==> config.mk <==
export PLATFORM = sky130hd
export DESIGN_NAME = q65_bus_arbiter_flat
export DESIGN_NICKNAME = d
export VERILOG_FILES = /design/src/rtl/q65_bus_arbiter_pkg.sv /design/src/rtl/q65_bus_arbiter_if.sv /design/src/rtl/q65_bus_arbiter_rr_pick.sv /design/src/rtl/q65_bus_arbiter.sv /design/src/flat_wrapper.sv
export SDC_FILE = /design/constraint.sdc
export NUM_CORES = 1
export LEC_CHECK = 0
export BUFFER_PORTS_ARGS = -buffer_cell sky130_fd_sc_hd__clkbuf_2
export CAP_MARGIN = 20
export CELL_PAD_IN_SITES_DETAIL_PLACEMENT = 0
export CELL_PAD_IN_SITES_GLOBAL_PLACEMENT = 1
export CORE_MARGIN = 3
export CORE_UTILIZATION = 40
export CTS_BUF_LIST = sky130_fd_sc_hd__clkbuf_8 sky130_fd_sc_hd__clkbuf_16
export CTS_CLUSTER_SIZE = 28
export DETAILED_ROUTE_END_ITERATION = 8
export PLACE_DENSITY = 0.77
export SYNTH_ARGS = -nofsm -noshare
export SYNTH_HDL_FRONTEND = slang
export SYNTH_SLANG_ARGS = --single-unit
==> constraint.sdc <==
create_clock -name clk -period 2.2 [get_ports clk]
set_input_delay 0.22 -clock clk [delete_from_list [all_inputs] [get_ports clk]]
set_output_delay 0.22 -clock clk [all_outputs]
set_load 0.005 [all_outputs]
==> src/rtl/q65_bus_arbiter_pkg.sv <==
// Shared types and the round-robin search used by the q65 bus arbiter.
// Widths are sized for the largest supported source count (8).
package q65_bus_pkg;

    typedef enum logic [1:0] {KEEP, DEAD, OWN} state_t;

    localparam int MAX_SRC = 8;
    localparam int IDX_W   = $clog2(MAX_SRC);

    typedef struct packed {
        logic             found;
        logic [IDX_W-1:0] idx;
    } pick_t;

    // First set request at or after ptr, wrapping within the nsrc live sources.
    function automatic pick_t rr_pick(input logic [MAX_SRC-1:0] req,
                                      input logic [IDX_W-1:0]   ptr,
                                      input int                 nsrc);
        pick_t res;
        int    j;
        res = '0;
        for (int k = 0; k < MAX_SRC; k++) begin
            if (k < nsrc) begin
                j = int'(ptr) + k;
                if (j >= nsrc) j = j - nsrc;
                if (!res.found && req[j]) begin
                    res.found = 1'b1;
                    res.idx   = IDX_W'(j);
                end
            end
        end
        return res;
    endfunction

endpackage

==> src/rtl/q65_bus_arbiter_if.sv <==
// Request/enable bundle between the q65 bus sources and the arbiter.
interface q65_bus_arbiter_if #(
    parameter int NSRC = 4,
    parameter int DW   = 8
);
    import q65_bus_pkg::*;

    logic [NSRC-1:0]         req;
    logic                    lock;
    logic [DW-1:0]           bus_in;
    logic [NSRC-1:0]         grant_en;
    logic                    keep_en;
    logic [DW-1:0]           keep_data;
    logic [$clog2(NSRC)-1:0] owner;
    logic                    busy;

    modport master (
        output req, lock, bus_in,
        input  grant_en, keep_en, keep_data, owner, busy
    );

    modport slave (
        input  req, lock, bus_in,
        output grant_en, keep_en, keep_data, owner, busy
    );

endinterface

==> src/rtl/q65_bus_arbiter_rr_pick.sv <==
// Combinational round-robin picker wrapping the package search function.
module q65_rr_pick
    import q65_bus_pkg::*;
#(
    parameter int NSRC = 4,
    parameter int OW   = 2
) (
    input  logic [NSRC-1:0] i_req,
    input  logic [OW-1:0]   i_ptr,
    output logic            o_found,
    output logic [OW-1:0]   o_idx
);

    pick_t            w_pick;
    logic [IDX_W:0]   w_unused_pick;

    assign w_pick        = rr_pick(MAX_SRC'(i_req), IDX_W'(i_ptr), NSRC);
    assign o_found       = w_pick.found;
    assign o_idx         = w_pick.idx[OW-1:0];
    // Upper index bits are always zero when fewer than MAX_SRC sources exist.
    assign w_unused_pick = w_pick;

endmodule

==> src/rtl/q65_bus_arbiter.sv <==
// Break-before-make arbiter for the shared q65 bus: one-hot driver enables,
// a dead gap on every owner change, and a keeper that re-drives the last owned value.
module q65_bus_arbiter
    import q65_bus_pkg::*;
#(
    parameter int NSRC        = 4,
    parameter int DW          = 8,
    parameter int DEAD_CYCLES = 1
) (
    input logic              clk,
    input logic              rst_n,
    q65_bus_arbiter_if.slave arb
);

    localparam int            OW        = $clog2(NSRC);
    localparam logic [OW-1:0] LAST_IDX  = OW'(NSRC - 1);
    localparam logic [1:0]    DEAD_LAST = 2'(DEAD_CYCLES - 1);

    state_t          r_state, w_next_state;
    logic [OW-1:0]   r_owner, w_owner_d;
    logic [OW-1:0]   r_target, w_target_d;
    logic [OW-1:0]   r_rr_ptr, w_rr_d;
    logic            r_tgt_valid, w_tgt_valid_d;
    logic [1:0]      r_dead_cnt, w_dead_d;
    logic [NSRC-1:0] r_grant_en;
    logic            r_keep_en;
    logic            r_busy;
    logic [DW-1:0]   r_keep_data;
    logic [NSRC-1:0] w_owner_mask;
    logic [NSRC-1:0] w_pick_req;
    logic            w_found;
    logic [OW-1:0]   w_pick_idx;

    // While owning, the owner itself is excluded so the picker finds a challenger.
    assign w_owner_mask = NSRC'(1) << r_owner;
    assign w_pick_req   = (r_state == OWN) ? (arb.req & ~w_owner_mask) : arb.req;

    q65_rr_pick #(
        .NSRC (NSRC),
        .OW   (OW)
    ) u_pick (
        .i_req   (w_pick_req),
        .i_ptr   (r_rr_ptr),
        .o_found (w_found),
        .o_idx   (w_pick_idx)
    );

    always_comb begin
        w_next_state  = r_state;
        w_owner_d     = r_owner;
        w_target_d    = r_target;
        w_tgt_valid_d = r_tgt_valid;
        w_rr_d        = r_rr_ptr;
        w_dead_d      = r_dead_cnt;
        unique case (r_state)
            KEEP: begin
                if (w_found) begin
                    w_next_state  = DEAD;
                    w_target_d    = w_pick_idx;
                    w_tgt_valid_d = 1'b1;
                    w_dead_d      = '0;
                end
            end
            DEAD: begin
                if (r_dead_cnt == DEAD_LAST) begin
                    w_dead_d = '0;
                    // A target that dropped its request during the gap is never granted.
                    if (r_tgt_valid && arb.req[r_target]) begin
                        w_next_state = OWN;
                        w_owner_d    = r_target;
                        w_rr_d       = (r_target == LAST_IDX) ? '0 : r_target + OW'(1);
                    end else begin
                        w_next_state = KEEP;
                    end
                end else begin
                    w_dead_d = r_dead_cnt + 2'd1;
                end
            end
            OWN: begin
                if (!arb.req[r_owner]) begin
                    w_next_state  = DEAD;
                    w_target_d    = w_pick_idx;
                    w_tgt_valid_d = w_found;
                    w_dead_d      = '0;
                end else if (w_found && !arb.lock) begin
                    w_next_state  = DEAD;
                    w_target_d    = w_pick_idx;
                    w_tgt_valid_d = 1'b1;
                    w_dead_d      = '0;
                end
            end
            default: w_next_state = KEEP;
        endcase
    end

    // Outputs are registered from the next state so they line up with it.
    always_ff @(posedge clk or negedge rst_n) begin
        if (!rst_n) begin
            r_state     <= KEEP;
            r_owner     <= '0;
            r_target    <= '0;
            r_tgt_valid <= 1'b0;
            r_rr_ptr    <= '0;
            r_dead_cnt  <= '0;
            r_grant_en  <= '0;
            r_keep_en   <= 1'b1;
            r_busy      <= 1'b0;
            r_keep_data <= '0;
        end else begin
            r_state     <= w_next_state;
            r_owner     <= w_owner_d;
            r_target    <= w_target_d;
            r_tgt_valid <= w_tgt_valid_d;
            r_rr_ptr    <= w_rr_d;
            r_dead_cnt  <= w_dead_d;
            r_grant_en  <= (w_next_state == OWN) ? (NSRC'(1) << w_owner_d) : '0;
            r_keep_en   <= (w_next_state == KEEP);
            r_busy      <= (w_next_state == OWN);
            if (r_state == OWN) r_keep_data <= arb.bus_in;
        end
    end

    assign arb.grant_en  = r_grant_en;
    assign arb.keep_en   = r_keep_en;
    assign arb.keep_data = r_keep_data;
    assign arb.owner     = r_owner;
    assign arb.busy      = r_busy;

endmodule

==> src/flat_wrapper.sv <==
// flat-port wrapper written by rule: the top's interface ports become plain ports
module q65_bus_arbiter_flat import q65_bus_pkg::*;
#(
    parameter int NSRC        = 4,
    parameter int DW          = 8,
    parameter int DEAD_CYCLES = 1
)
  (clk, rst_n, arb_req, arb_lock, arb_bus_in, arb_grant_en, arb_keep_en, arb_keep_data, arb_owner, arb_busy);
  q65_bus_arbiter_if #(.NSRC(NSRC), .DW(DW)) arb_i ();
  input logic clk;
  input logic rst_n;
  input wire logic [$bits(arb_i.req)-1:0] arb_req;
  input wire logic [$bits(arb_i.lock)-1:0] arb_lock;
  input wire logic [$bits(arb_i.bus_in)-1:0] arb_bus_in;
  output wire logic [$bits(arb_i.grant_en)-1:0] arb_grant_en;
  output wire logic [$bits(arb_i.keep_en)-1:0] arb_keep_en;
  output wire logic [$bits(arb_i.keep_data)-1:0] arb_keep_data;
  output wire logic [$bits(arb_i.owner)-1:0] arb_owner;
  output wire logic [$bits(arb_i.busy)-1:0] arb_busy;
  assign arb_i.req = arb_req;
  assign arb_i.lock = arb_lock;
  assign arb_i.bus_in = arb_bus_in;
  assign arb_grant_en = arb_i.grant_en;
  assign arb_keep_en = arb_i.keep_en;
  assign arb_keep_data = arb_i.keep_data;
  assign arb_owner = arb_i.owner;
  assign arb_busy = arb_i.busy;
  q65_bus_arbiter #(.NSRC(NSRC), .DW(DW), .DEAD_CYCLES(DEAD_CYCLES)) u_core (.clk(clk), .rst_n(rst_n), .arb(arb_i));
endmodule
Yosys cells after proc, flatten, opt, wreduce, memory -nomap -nowiden
Index checks and enable logic that the tools add are counted.
{"block": "word_totals", "register_bits": 25, "input_bits": 15, "output_inout_bits": 16, "wordCells": 105}
{"block": "op_classes", "add_sub_neg": 9, "order_cmp": 10, "eq_ne": 6, "shift": 2, "n_mux": 49, "bitwise": 2, "n_reduce_logical": 17}
{"operator": "less-than comparator 32 x 5 -> 1 bit, second input constant", "n": 4}
{"operator": "two-way mux 32 bit", "n": 4}
{"operator": "two-way mux 2 bit", "n": 16}
{"operator": "two-way mux 4 bit", "n": 6}
{"operator": "two-way mux 1 bit", "n": 13}
{"operator": "binary-select mux 1 bit (select 3 bit)", "n": 4}
{"operator": "case mux 2 bit (3 select lines)", "n": 2}
{"operator": "subtractor 3 x 3 -> 4 bit, second input constant", "n": 3}
{"operator": "greater-or-equal comparator 3 bit, second input constant", "n": 3}
{"operator": "AND reduction 3 bit", "n": 3}
{"operator": "left shift 1 x 2 -> 4 bit, first input constant", "n": 2}
{"operator": "adder 2 x 2 -> 3 bit, second input constant", "n": 2}
{"operator": "equality test 2 bit, second input constant", "n": 3}
{"operator": "logical NOT 2 bit", "n": 3}
{"operator": "less-than comparator 2 x 3 -> 1 bit, second input constant", "n": 2}
{"operator": "logical AND 1 bit", "n": 5}
{"operator": "adder 2 x 1 -> 2 bit, second input constant", "n": 2}
{"operator": "bitwise AND 4 bit", "n": 1}
{"operator": "binary-select mux 1 bit (select 2 bit)", "n": 2}
{"operator": "logical NOT 1 bit", "n": 4}
{"operator": "NOT 4 bit", "n": 1}
{"operator": "case mux 2 bit (2 select lines)", "n": 1}
{"operator": "subtractor 2 x 3 -> 4 bit, second input constant", "n": 1}
{"operator": "adder 2 x 1 -> 3 bit, second input constant", "n": 1}
{"operator": "other kinds (7)", "n": 7}

Depth between registers and ports, before layout
{"block": "logic_depth", "word_depth": 23, "depth_mapped": 7, "ltp_nobuf": 5}

Cells and area by module
Synthesis repeated with hierarchy kept, for this count alone.
{"block": "hier_totals", "hier_cells": 111, "area_unflattened_um2": 1270.0}
{"module": "q65_bus_arbiter", "instances": 1, "cells_each": 96, "area_per_inst_um2": 1192.4, "seq_area_each_um2": 626.9}
{"module": "q65_rr_pick", "instances": 1, "cells_each": 15, "area_per_inst_um2": 77.6, "seq_area_each_um2": 0.0}

Worst setup path after synthesis
OpenSTA, ideal clock, no wires.
{"block": "synth_path", "kind": "reg2reg", "start": "register u_core.r_target[0]", "end": "register u_core.r_owner[0], in the netlist u_core.arb.owner[0]", "setup_ps": 128, "arrival_time_ps": 1584, "required_time_ps": 2072, "slack_ps": 488, "stages_incl_launch_ff": 5, "n_path_buf": 1, "synth_period_minus_slack_ps": 1712, "cell_sequence": "dfrtp_1 mux4_2 nand4_1 buf_2 mux2_1"}
{"block": "synth_between", "elab_chain_cells": 6}
{"element": "from (decl)", "line_no": "q65_bus_arbiter.sv:21", "text": "logic [OW-1:0] r_target, w_target_d;"}
{"element": "from (signal assigned)", "line_no": "q65_bus_arbiter.sv:112", "text": "r_target <= w_target_d;"}
{"element": "binary-select mux 1 bit (select 2 bit)", "line_no": "q65_bus_arbiter.sv:68", "text": "if (r_tgt_valid && arb.req[r_target]) begin"}
{"element": "two-way mux 1 bit (not written as such)", "line_no": "q65_bus_arbiter.sv:68"}
{"element": "logical AND 1 bit", "line_no": "q65_bus_arbiter.sv:68"}
{"element": "two-way mux 2 bit *", "line_no": "q65_bus_arbiter.sv:68"}
{"element": "two-way mux 2 bit *", "line_no": "q65_bus_arbiter.sv:65", "text": "if (r_dead_cnt == DEAD_LAST) begin"}
{"element": "two-way mux 2 bit *", "line_no": "q65_bus_arbiter.sv:55", "text": "unique case (r_state)"}
{"element": "named net u_core.w_owner_d[0]", "line_no": "q65_bus_arbiter.sv:20", "text": "logic [OW-1:0] r_owner, w_owner_d;"}
{"element": "to (signal assigned)", "line_no": "q65_bus_arbiter.sv:111", "text": "r_owner <= w_owner_d;"}
{"element": "to (decl)", "line_no": "q65_bus_arbiter.sv:20"}
The timed path passes the listed nets; every way through them passes the cells marked *. The select of a mux whose other input is x is not followed.
A chain may end at the register's enable or synchronous reset.

Worst setup path after layout
{"block": "layout_path", "start": "register u_core.r_owner[0], in the netlist u_core.arb.owner[0]", "end": "register u_core.r_keep_en, in the netlist u_core.arb.keep_en"}
{"block": "layout_between", "elab_chain_cells": 22, "word_cells_on_any_way": 34, "cone_classes": "shift: 1; mux: 23; bitwise: 2; reduce/logical: 8"}
{"element": "left shift 1 x 2 -> 4 bit", "line_no": "q65_bus_arbiter.sv:35", "text": "assign w_owner_mask = NSRC'(1) << r_owner;"}
{"element": "NOT 4 bit", "line_no": "q65_bus_arbiter.sv:36", "text": "assign w_pick_req = (r_state == OWN) ? (arb.req & ~w_owner_mask) : arb.req;"}
{"element": "bitwise AND 4 bit", "line_no": "q65_bus_arbiter.sv:36"}
{"element": "two-way mux 4 bit", "line_no": "q65_bus_arbiter.sv:36"}
{"element": "binary-select mux 1 bit (select 3 bit)", "line_no": "q65_bus_arbiter_pkg.sv:26", "text": "if (!res.found && req[j]) begin"}
{"element": "two-way mux 1 bit (not written as such) (2 in series)", "line_no": "q65_bus_arbiter_pkg.sv:26"}
{"element": "two-way mux 4 bit", "line_no": "q65_bus_arbiter_pkg.sv:26"}
{"element": "logical NOT 1 bit", "line_no": "q65_bus_arbiter_pkg.sv:26"}
{"element": "[... 6 more ...]"}
{"element": "logical AND 1 bit", "line_no": "q65_bus_arbiter_pkg.sv:26"}
{"element": "two-way mux 4 bit", "line_no": "q65_bus_arbiter_pkg.sv:26"}
{"element": "logical AND 1 bit", "line_no": "q65_bus_arbiter.sv:85", "text": "end else if (w_found && !arb.lock) begin"}
{"element": "two-way mux 2 bit", "line_no": "q65_bus_arbiter.sv:85"}
{"element": "two-way mux 2 bit", "line_no": "q65_bus_arbiter.sv:80", "text": "if (!arb.req[r_owner]) begin"}
{"element": "case mux 2 bit (3 select lines) *", "line_no": "q65_bus_arbiter.sv:55"}
{"element": "named net u_core.w_next_state[0]", "line_no": "q65_bus_arbiter.sv:19", "text": "state_t r_state, w_next_state;"}
{"element": "logical NOT 2 bit *", "line_no": "q65_bus_arbiter.sv:117", "text": "r_keep_en <= (w_next_state == KEEP);"}
{"element": "to (signal assigned)", "line_no": "q65_bus_arbiter.sv:117"}
{"element": "to (decl)", "line_no": "q65_bus_arbiter.sv:26", "text": "logic r_keep_en;"}
Marks and branches as above.

==> impl_results.md <==
* Area growth, synth to finish at 17.4%
* CTS Buf Count at 3
* Lkg Pwr at roughly 0.75 nW
* Final critical-path share of the clock period at between 80% and 90%
* Clock transition at path regs at roughly 0.080 ns
* CP Max Fanout at 12
* Post-synthesis async set-or-reset flop share at between 90% and 100%
* Grt ovf at 0
* Placed Area at approximately 0.0015 sq mm
* Warnings from Yosys at 0
* Htree depth at 1
* Final instance area at 0.00156 sq mm
* DR pass1 iterations at 4
* Seq. cell area at approximately 630 sq um
* Routed WL at 2.81 mm
* VDD IR max at between 0.6 and 0.7 mV
* Wirelength per Cell at 14.0 microns
* Slew HR at between 60% and 70%
* Worst skew pair latency at 0.26 ns
* Synth area leader: dfrtp_1
* Vias per cell at approximately 5.3
* Worst setup margin at 0.240 ns
* Fmax achieved at 510 MHz
* First-pass GRT wire length at roughly 5 mm
* Via count of the first global-routing pass at between 1000 and 1500
* Synth area leaders: dfrtp_1 (45%), nand2_1 (8.8%), mux4_2 (3.4%)
* Ys flop type: dfrtp_1
* Commonest non-fill, non-tap cells in the layout: nand2_1 (31), clkbuf_2 (30), dfrtp_1 (24)
* Post-Syn Nets at between 100 and 150
* Die Width at around 64 microns
* Max_cap viols at 0
* Clk root buf: clkbuf_8
* Vias at approximately 1100
* EDFF count, synth at 0
* Worst EP arrival at 2.16 ns
* CP Capture Type: flip-flop
* Total power at about 1.9 mW
* Post-synth top area share at 45.2%
* Die area at slightly above 0.004 sq mm
* Worst R2R Setup Slack at 0.24 ns
* Clock buffer depth at 2
* DP HPWL at roughly 2.1 mm
* Post-CTS setup buffers at 0
* Top-Level Pins at 31
* Final net count at about 180
* CP Launch Point: u_core.arb.owner[0]$_DFF_PN0_
* Synthesized area per cell at 10.5 sq um
* Antenna Violating Nets Remaining at 0
* Fin Setup TNS at 0 ns
* Layout cell share with drive strength beyond 1 at between 20% and 30%
* #FFs+latches synth at 25
* Ant diodes at 0
* RSZ-0062 raised after global routing: no
* Gr usage total at between 10% and 20%
* Hold Violations, Final at 0
* Setup crit end: u_core.arb.keep_en$_DFF_PN1_
* R2R depth at 5
* IO buf count at 30
* Starting Density at between 40% and 50%
* Netlist cell types at 41
* PD cells at between 1000 and 1500 mW/mm^2
* Post-Synthesis Cells at 126
* DRC Markers at 0
* Largest net degree at the start of global routing at 26
* Post-CTS sizing at 0
* RePlAce Congestion at around 0.92
* Site Rows at 20
* Max-slew violation count at 0
* Area of the multi-input gates at between 600 and 700 sq um
* Finish-stage setup viols at 0
* Iter 0 DRT Violations at 35
* Hold Path Stages at 3
* Seq/Total Area, Yosys at between 40% and 50%
* Worst hold-check path type: input port to flip-flop
* Fin Clk Skew at around 0.0023 ns
* Initial antenna violation count at 0
* Status: completed
* Die height at 63.6 microns
* Critical path startpoint category: flip-flop
* CP required at about 2.4 ns
* Post-Syn Area at about 0.0013 sq mm
* Commonest non-fill, non-tap cell in the layout: nand2_1
* Clk sinks at 25
* Final min period at about 2.0 ns
* CP Class: flip-flop to flip-flop
* Core Region at ~0.0031 sq mm
* Crit Reg-Reg Startpoint: u_core.arb.owner[0]$_DFF_PN0_
* Post-Place Worst Slack at between 0.2 and 0.3 ns
* Worst-Margin Slew at a little under 0.6 ns
* TritonCTS clock tree: built
* Fillers at 306
* R2r endpoint: u_core.arb.keep_en$_DFF_PN1_
==> power by group <==
group          total, mW  internal (mW)  switching, mW
Combinational      0.748          0.368          0.380
Sequential         0.853          0.640          0.213
Clock              0.254          0.126          0.128
==> final cells by class <==
| class | count | share of cell area, % |
|---|---|---|
| Sequential cell | 25 | 40.2 |
| Inverter | 7 | 1.69 |
| Tap cell | 44 | 3.53 |
| Multi-Input combinational cell | 88 | 40.4 |
| Clock inverter | 1 | 0.321 |
| Timing Repair Buffer | 33 | 11.2 |
| Clock buffer | 3 | 2.65 |
==> Yosys cell counts, types with 2 or more instances <==
master    instances
o32ai_1           5
o21ai_1           2
nand2b_1          3
inv_1             7
o211ai_1          2
mux4_2            2
nand2_1          31
ha_1              3
buf_6             2
mux2i_1           4
nor2_1            4
mux2_1            3
a21oi_1           3
dfrtp_1          24
o31ai_1           3
buf_2             3
==> kinds of logic (layout without fill, tap and decap cells) <==
group,count (synthesis),after routing,share of synthesized area [%]
AOI/OAI and AO/OA,27,27,17.3
adders and majority gates,3,3,2.83
buffers and inverters,13,44,5.37
DFF,25,25,47.2
muxes,10,10,9.80
and+or+nand+nor,48,48,17.4
==> layer usage <==
| metal | global-route usage (%) | vias up | wire length, microns |
|---|---|---|---|
| met5 | 0 | - | 0 |
| met4 | 1.62 | 0 | 11 |
| met3 | 3.57 | 2 | 140 |
| met2 | 26.9 | 34 | 1460 |
| met1 | 19.0 | 521 | 1200 |
| li1 | - | 514 | - |
==> critical path, cell delays in order (launching register included) <==
cell     delay [ns]
dfrtp_1        0.62
mux4_2         0.61
nor2b_2        0.23
o31ai_4        0.14
o31ai_2        0.09
and3b_1        0.20
==> repair_timing <==
action                                 in CTS  in global routing
hold buffers                                1                  0
setup endpoints to repair                   0                  0
endpoints found under the hold margin      24                  0
==> how the worst min path moves through the flow <==
stage,from,endpoint,slack [ns]
floorplan,rst_n,u_core.arb.busy$_DFF_PN0_,-0.08
global placement,rst_n,u_core.r_dead_cnt[0]$_DFFE_PN0P_,0.25
detailed placement,rst_n,u_core.arb.keep_data[6]$_DFFE_PN0N_,0.25
CTS,arb_bus_in[0],u_core.arb.keep_data[0]$_DFFE_PN0N_,0.14
global route,arb_bus_in[6],u_core.arb.keep_data[6]$_DFFE_PN0N_,0.15
finish,arb_bus_in[1],u_core.arb.keep_data[1]$_DFFE_PN0N_,0.14
==> sequential cells by signal, summed over array words and instances (netlist names) <==
signal / count
u_core.r_dead_cnt: 2
u_core.arb.keep_en: 1
u_core.arb.keep_data: 8
u_core.r_tgt_valid: 1
u_core.arb.owner: 2
u_core.arb.grant_en: 4
u_core.r_target: 2
u_core.r_rr_ptr: 2
u_core.arb.busy: 1
u_core.r_state: 2
==> through the flow <==
step,instances,hold slack (ns),util [%]
floorplan,126,-0.0756,-
global placement,196,0.251,48.4
detailed placement,196,0.249,48.4
CTS,201,0.143,50.2
global route,201,0.145,50.2
finish,201,0.144,50.2
(Power assumes the default switching activity.)
